<file path="src/rtl/mem_arbiter.sv">
// mem_arbiter: shares one single-port RAM between the instruction-fetch
// port and the load/store port. It keeps one transaction outstanding at a
// time. Data has priority, but a waiting fetch is served after at most
// MAX_D_BURST consecutive data grants.
//
// Handshake: a requester holds x_req and its payload steady until it sees
// the one-cycle x_ready pulse. The payload is captured when the grant is
// made, so it may change in any cycle after x_ready. The response comes
// back later as a one-cycle x_rvalid pulse, with x_rdata valid in that
// same cycle. Toward the RAM, m_en is a one-cycle command strobe that
// carries the payload. m_rvalid is accepted only while waiting for that
// command; a pulse at any other time is ignored.
module mem_arbiter #(
    parameter int ADDR_W      = 32,
    parameter int DATA_W      = 32,
    parameter int MAX_D_BURST = 4
) (
    input  logic                clk,
    input  logic                rst,
    // instruction-fetch port
    input  logic                i_req,
    input  logic [ADDR_W-1:0]   i_addr,
    output logic                i_ready,
    output logic                i_rvalid,
    output logic [DATA_W-1:0]   i_rdata,
    // load/store port
    input  logic                d_req,
    input  logic                d_wen,
    input  logic [ADDR_W-1:0]   d_addr,
    input  logic [DATA_W-1:0]   d_wdata,
    input  logic [DATA_W/8-1:0] d_wmask,
    output logic                d_ready,
    output logic                d_rvalid,
    output logic [DATA_W-1:0]   d_rdata,
    // memory side
    output logic                m_en,
    output logic                m_wen,
    output logic [ADDR_W-1:0]   m_addr,
    output logic [DATA_W-1:0]   m_wdata,
    output logic [DATA_W/8-1:0] m_wmask,
    input  logic                m_rvalid,
    input  logic [DATA_W-1:0]   m_rdata,
    // FSM state, for observation only
    output logic [1:0]          dbg_state
);

    localparam int SW = $clog2(MAX_D_BURST + 1);
    localparam logic [SW-1:0] STREAK_MAX = SW'(MAX_D_BURST);

    typedef enum logic [1:0] {
        S_IDLE  = 2'd0,
        S_ISSUE = 2'd1,
        S_WAIT  = 2'd2,
        S_RESP  = 2'd3
    } state_t;

    state_t              state;
    logic                gnt_d;      // 1 = current transaction belongs to data port
    logic [SW-1:0]       streak;     // consecutive data grants made while fetch waited
    logic                lat_wen;
    logic [ADDR_W-1:0]   lat_addr;
    logic [DATA_W-1:0]   lat_wdata;
    logic [DATA_W/8-1:0] lat_wmask;
    logic [DATA_W-1:0]   i_rdata_q;  // separate holders so each port's rdata
    logic [DATA_W-1:0]   d_rdata_q;  // keeps its own last value

    // Arbitration, payload capture, and transaction sequencing.
    always_ff @(posedge clk or negedge rst) begin
        if (!rst) begin
            state     <= S_IDLE;
            gnt_d     <= 1'b0;
            streak    <= '0;
            lat_wen   <= 1'b0;
            lat_addr  <= '0;
            lat_wdata <= '0;
            lat_wmask <= '0;
            i_rdata_q <= '0;
            d_rdata_q <= '0;
        end else begin
            case (state)
                S_IDLE: begin
                    // Data wins unless the fetch has already waited a full burst.
                    if (d_req && !(i_req && streak == STREAK_MAX)) begin
                        gnt_d     <= 1'b1;
                        lat_wen   <= d_wen;
                        lat_addr  <= d_addr;
                        lat_wdata <= d_wdata;
                        lat_wmask <= d_wmask;
                        if (!i_req)
                            streak <= '0;
                        else if (streak != STREAK_MAX)
                            streak <= streak + 1'b1;
                        state     <= S_ISSUE;
                    end else if (i_req) begin
                        gnt_d     <= 1'b0;
                        lat_wen   <= 1'b0;
                        lat_addr  <= i_addr;
                        lat_wdata <= '0;
                        lat_wmask <= '0;
                        streak    <= '0;
                        state     <= S_ISSUE;
                    end
                end
                S_ISSUE: state <= S_WAIT;
                S_WAIT: begin
                    if (m_rvalid) begin
                        if (gnt_d)
                            d_rdata_q <= m_rdata;
                        else
                            i_rdata_q <= m_rdata;
                        state <= S_RESP;
                    end
                end
                S_RESP:  state <= S_IDLE;
                default: state <= S_IDLE;
            endcase
        end
    end

    // Strobes come straight from the state register. Payload and data come from latches.
    always_comb begin
        m_en      = (state == S_ISSUE);
        i_ready   = m_en && !gnt_d;
        d_ready   = m_en && gnt_d;
        i_rvalid  = (state == S_RESP) && !gnt_d;
        d_rvalid  = (state == S_RESP) && gnt_d;
        m_wen     = lat_wen;
        m_addr    = lat_addr;
        m_wdata   = lat_wdata;
        m_wmask   = lat_wmask;
        i_rdata   = i_rdata_q;
        d_rdata   = d_rdata_q;
        dbg_state = state;
    end

endmodule

</file>
<file path="config.mk">
export PLATFORM = sky130hd
export DESIGN_NAME = mem_arbiter
export DESIGN_NICKNAME = d
export VERILOG_FILES = /design/src/rtl/mem_arbiter.sv
export SDC_FILE = /design/constraint.sdc
export NUM_CORES = 1
export LEC_CHECK = 0
export ABC_AREA = 1
export CORE_MARGIN = 2
export CORE_UTILIZATION = 45
export DETAILED_ROUTE_END_ITERATION = 16
export PLACE_DENSITY = 0.86
export RECOVER_POWER = 50
export SLEW_MARGIN = 10
export SYNTH_ARGS = -nofsm -noshare
export SYNTH_HDL_FRONTEND = slang
export SYNTH_SLANG_ARGS = --single-unit
</file>
<file path="constraint.sdc">
create_clock -name clk -period 3.5 [get_ports clk]
set_input_delay 0.7 -clock clk [delete_from_list [all_inputs] [get_ports clk]]
set_output_delay 0.7 -clock clk [all_outputs]
set_load 0.02 [all_outputs]
</file>
# After elaboration in Yosys (flattened, before gate mapping)
# Cells that the tools add are included.
[totals]
ff_bits = 139
in_bits = 138
output_inout_bits = 140
elab_cells = 51
[classes]
add_sub_neg = 1
n_eq_ne = 8
n_mux = 17
n_bitwise = 1
n_reduce_logical = 15
[ops]
columns = ["cell", "n"]
rows = [
  ["$mux 32", 4],
  ["$mux 3", 4],
  ["$reduce_and 3->1", 3],
  ["$mux 4", 2],
  ["$pmux 2 s4", 1],
  ["$logic_and 1x1->1", 6],
  ["$mux 2", 3],
  ["$ne 3x3->1 const B", 2],
  ["$eq 2x2->1 const B", 2],
  ["$reduce_and 2->1", 2],
  ["$add 3x1->3 const B", 1],
  ["$eq 3x3->1 const B", 1],
  ["$mux 1", 3],
  ["$ne 3x2->1 const B", 1],
  ["$eq 2x1->1 const B", 1],
  ["$logic_not 1->1", 2],
  ["$logic_not 2->1", 1],
  ["$ne 2x2->1 const B", 1],
  ["$reduce_bool 2->1", 1],
  ["$not 1->1", 1],
]

# Depth between registers and ports, before layout
[logic_depth]
depth_word = 6
mapped_depth = 8
depth_no_buf = 7

# Least setup slack after synthesis
# No wires, ideal clock.
[synth_timing]
kind = "register to output"
from = "register state[1] (netlist: dbg_state[1])"
to = "output port i_ready"
t_arrival_ns = 1.238
slack_ns = 1.562
stages_incl_launch_ff = 5
n_path_buf = 0
path_cell_list = "dfrtp_1 inv_1 ha_1 inv_1 nor2_1"
[synth_between]
elab_chain_cells = 2
[synth_lines]
columns = ["item", "line", "text"]
rows = [
  ["start, declared", "57", "state_t state;"],
  ["start signal, assigned", "70", "state <= S_IDLE;"],
  ["start signal, assigned", "93", "state <= S_ISSUE;"],
  ["start signal, assigned", "101", "state <= S_ISSUE;"],
  ["$eq 2x1->1", "122", "m_en = (state == S_ISSUE);"],
  ["net m_en", "36", "output logic m_en,"],
  ["$logic_and 1x1->1", "123", "i_ready = m_en && !gnt_d;"],
  ["end, declared", "23", "output logic i_ready,"],
]
# The timed path passes the listed nets, and every way through them passes these cells.

# Worst setup path after layout
[layout_timing]
from = "register state[1] (netlist: dbg_state[1])"
to = "output port i_ready"
[layout_between]
elab_chain_cells = 2
[layout_lines]
columns = ["item", "line"]
rows = [
  ["$eq 2x1->1", "122"],
  ["$logic_and 1x1->1", "123"],
]
# No other way between the ends.

==> run metrics <==
Setup CP Type=flop to output pin; share of cells above drive strength 1=0.0469; Post-Syn Area=~6000 um^2; Final Setup Violations=0; Post-CTS Setup Bufs=0; CTS clock-pin slew for the worst setup and hold paths=around 0.060 ns; Vias=roughly 5600; GRT Residual Overflow=0; Post-CTS Hold Buffers=0; CTS max path bufs=2; leading cell type in the layout, fill and taps excluded=nand2_1; Worst setup EP type=output pin; # DRC=0; most frequent cells in the layout=nand2_1 (283), clkdlybuf4s50_1 (271), dfrtp_1 (139); first-pass GRT wire length=28.3 mm; failing checks=max-capacitance violations, max-slew violations; CTS tree=done; Max Used Layer=met4; register bit total from synthesis=139; Setup Total Neg Slack=0 ns; routed wl met2=9.05 mm; placeable core region=13100 um^2; Clock Sinks=139; crit-path max FO=5; HPWL after DPL=12.1 mm; Clock Skews=approximately 0.0099 ns; largest net degree at the start of global routing=65; Met1 Wirelength=between 6 and 7 mm; Post-Syn Instances=721; Post-Route Utilization=0.721; Yosys Warn Count=0; PD cells=896 nW/um^2; initial antenna violation count=1; Seq/Total Area, Yosys=0.581; H-tree depth=4; Final min period=~2.7 ns; RSZ-0062 raised after global routing=no; CP Launch Type=flop; synth unique cells=20; drt first pass iters=4; outcome=finished, violations left; Final Cycle Share=0.761; leakage power=4.80 nW; die span in x=roughly 120 um; fillers=slightly below 1000; Root Buffer=clkbuf_16; Final Hold Violating Endpoints=0; drt wl/cell=between 10 and 15 um; PostCTS Resize Cnt=0; Final Max Slew Viols=30; area delta synth->final=58.2%; Final Routed Wirelength=between 15 and 20 mm; Worst Path Arrival=approximately 2 ns; slew of the pin with the lowest slew margin=1.53 ns; Final ANT Viol Nets=0; Routed met3 length=around 1.0 mm; Die Area=14200 um^2; vias in the first global route=around 5600; DRT iter0 DRCs=roughly 400; Worst Hold Class=input port to async pin; worst reg2reg path depth=8; slew margin rel.=-0.0197; io pins=about 280; Critical Path RT=roughly 2.8 ns; nets@finish=between 1000 and 1500; VDD IR max=0.465 mV; Syn Area/Cell=8.31 um^2; die span in y=between 100 and 150 um; Row Count=42; RePlAce Congestion=roughly 0.80; starting density of the core=0.456; Mapped Nets=~870; Num CTS Buffers=17; drt via density=4.76; Highest Clock Rate=about 380 MHz; GRT Util Overall=0.252; max_cap viols=1; clock latency at the later pin of the worst-skew pair=roughly 0.42 ns; number of port buffers=between 200 and 300
[sequential cells by signal, summed over array words and instances, names as in the netlist]
signal / flops
d_rdata: 32
i_rdata: 32
dbg_state: 2
m_addr: 32
m_wdata: 32
m_wmask: 4
m_wen: 1
streak: 3
gnt_d: 1
[cells in the mapped netlist (all sizes together)]
| cell | count | area share |
|---|---|---|
| a21oi | 1 | 0.0027 |
| buf | 20 | 0.018 |
| clkbuf | 16 | 0.010 |
| dfrtp | 139 | 0.58 |
| ha | 7 | 0.015 |
| inv | 110 | 0.069 |
| nand2 | 284 | 0.18 |
| nand3 | 68 | 0.059 |
| nand3b | 1 | 0.0033 |
| nand4 | 1 | 0.0010 |
| nor2 | 4 | 0.0038 |
| o21ai | 69 | 0.058 |
| xnor2 | 1 | 0.0015 |
[final cells by class]
| class | instances | area, um^2 | area share |
|---|---|---|---|
| diodes | 1 | 2.50 | 0.000264 |
| clock buffers | 20 | 457 | 0.0482 |
| clock inverters | 11 | 145 | 0.0153 |
| inverters | 110 | 413 | 0.0436 |
| multi-input cells | 436 | 1930 | 0.203 |
| flip-flops and latches | 139 | 3480 | 0.367 |
| well taps | 176 | 220 | 0.0232 |
| repair buffers | 286 | 2830 | 0.299 |
[where the power goes]
group / leakage, nW / total (mW) / switching (mW) / internal [mW]
Combinational: 2.77 / 3.91 / 2.15 / 1.76
Sequential: 1.75 / 2.76 / 0.434 / 2.33
Clock: 0.288 / 1.82 / 0.670 / 1.15
[cell families after synthesis]
kind of cell	synth area share
compound gates	0.0604
flops	0.581
simple gates	0.245
buf+inv	0.0976
fa+ha+maj	0.0146
xor+xnor	0.00146
[per-stage QoR]
stage,instance area [um^2],total power [mW],hold slack (ns),worst slack (ns),cells
4_1_cts,9490,8.56,0.239,0.823,1178
3_3_place_gp,8890,6.58,0.463,0.939,1147
5_1_grt,9470,8.98,0.264,0.730,1179
6_report,9470,8.49,0.229,0.835,1179
3_5_place_dp,8890,6.68,0.464,0.900,1147
2_1_floorplan,5990,4.70,0.404,1.56,721
[critical path: stages (launching register included)]
cell	delay (ns)
dfrtp_1	0.43
inv_1	0.13
ha_1	0.22
inv_1	0.05
nor2_1	0.09
clkdlybuf4s50_1	0.62
[final timing paths]
| path | from | to | slack (ns) |
|---|---|---|---|
| hold / removal | rst | i_rdata[25]$_DFFE_PN0P_ | 0.23 |
| setup reg to reg | dbg_state[1]$_DFFE_PN0P_ | m_wdata[17]$_DFFE_PN0P_ | 1.22 |
| max in group asynchronous | rst | m_wdata[30]$_DFFE_PN0P_ | 1.46 |
| hold reg to reg | m_addr[6]$_DFFE_PN0P_ | m_addr[6]$_DFFE_PN0P_ | 0.48 |
| min in group clk | m_addr[6]$_DFFE_PN0P_ | m_addr[6]$_DFFE_PN0P_ | 0.48 |
| setup / recovery | dbg_state[1]$_DFFE_PN0P_ | i_ready | 0.84 |
[metal layers]
layer	vias to the layer above	track usage
met2	227	0.432
met1	2618	0.302
li1	2726	-
met3	36	0.0618
met5	-	0
met4	0	0.106
No activity file was read; power rests on OpenSTA's default activity.
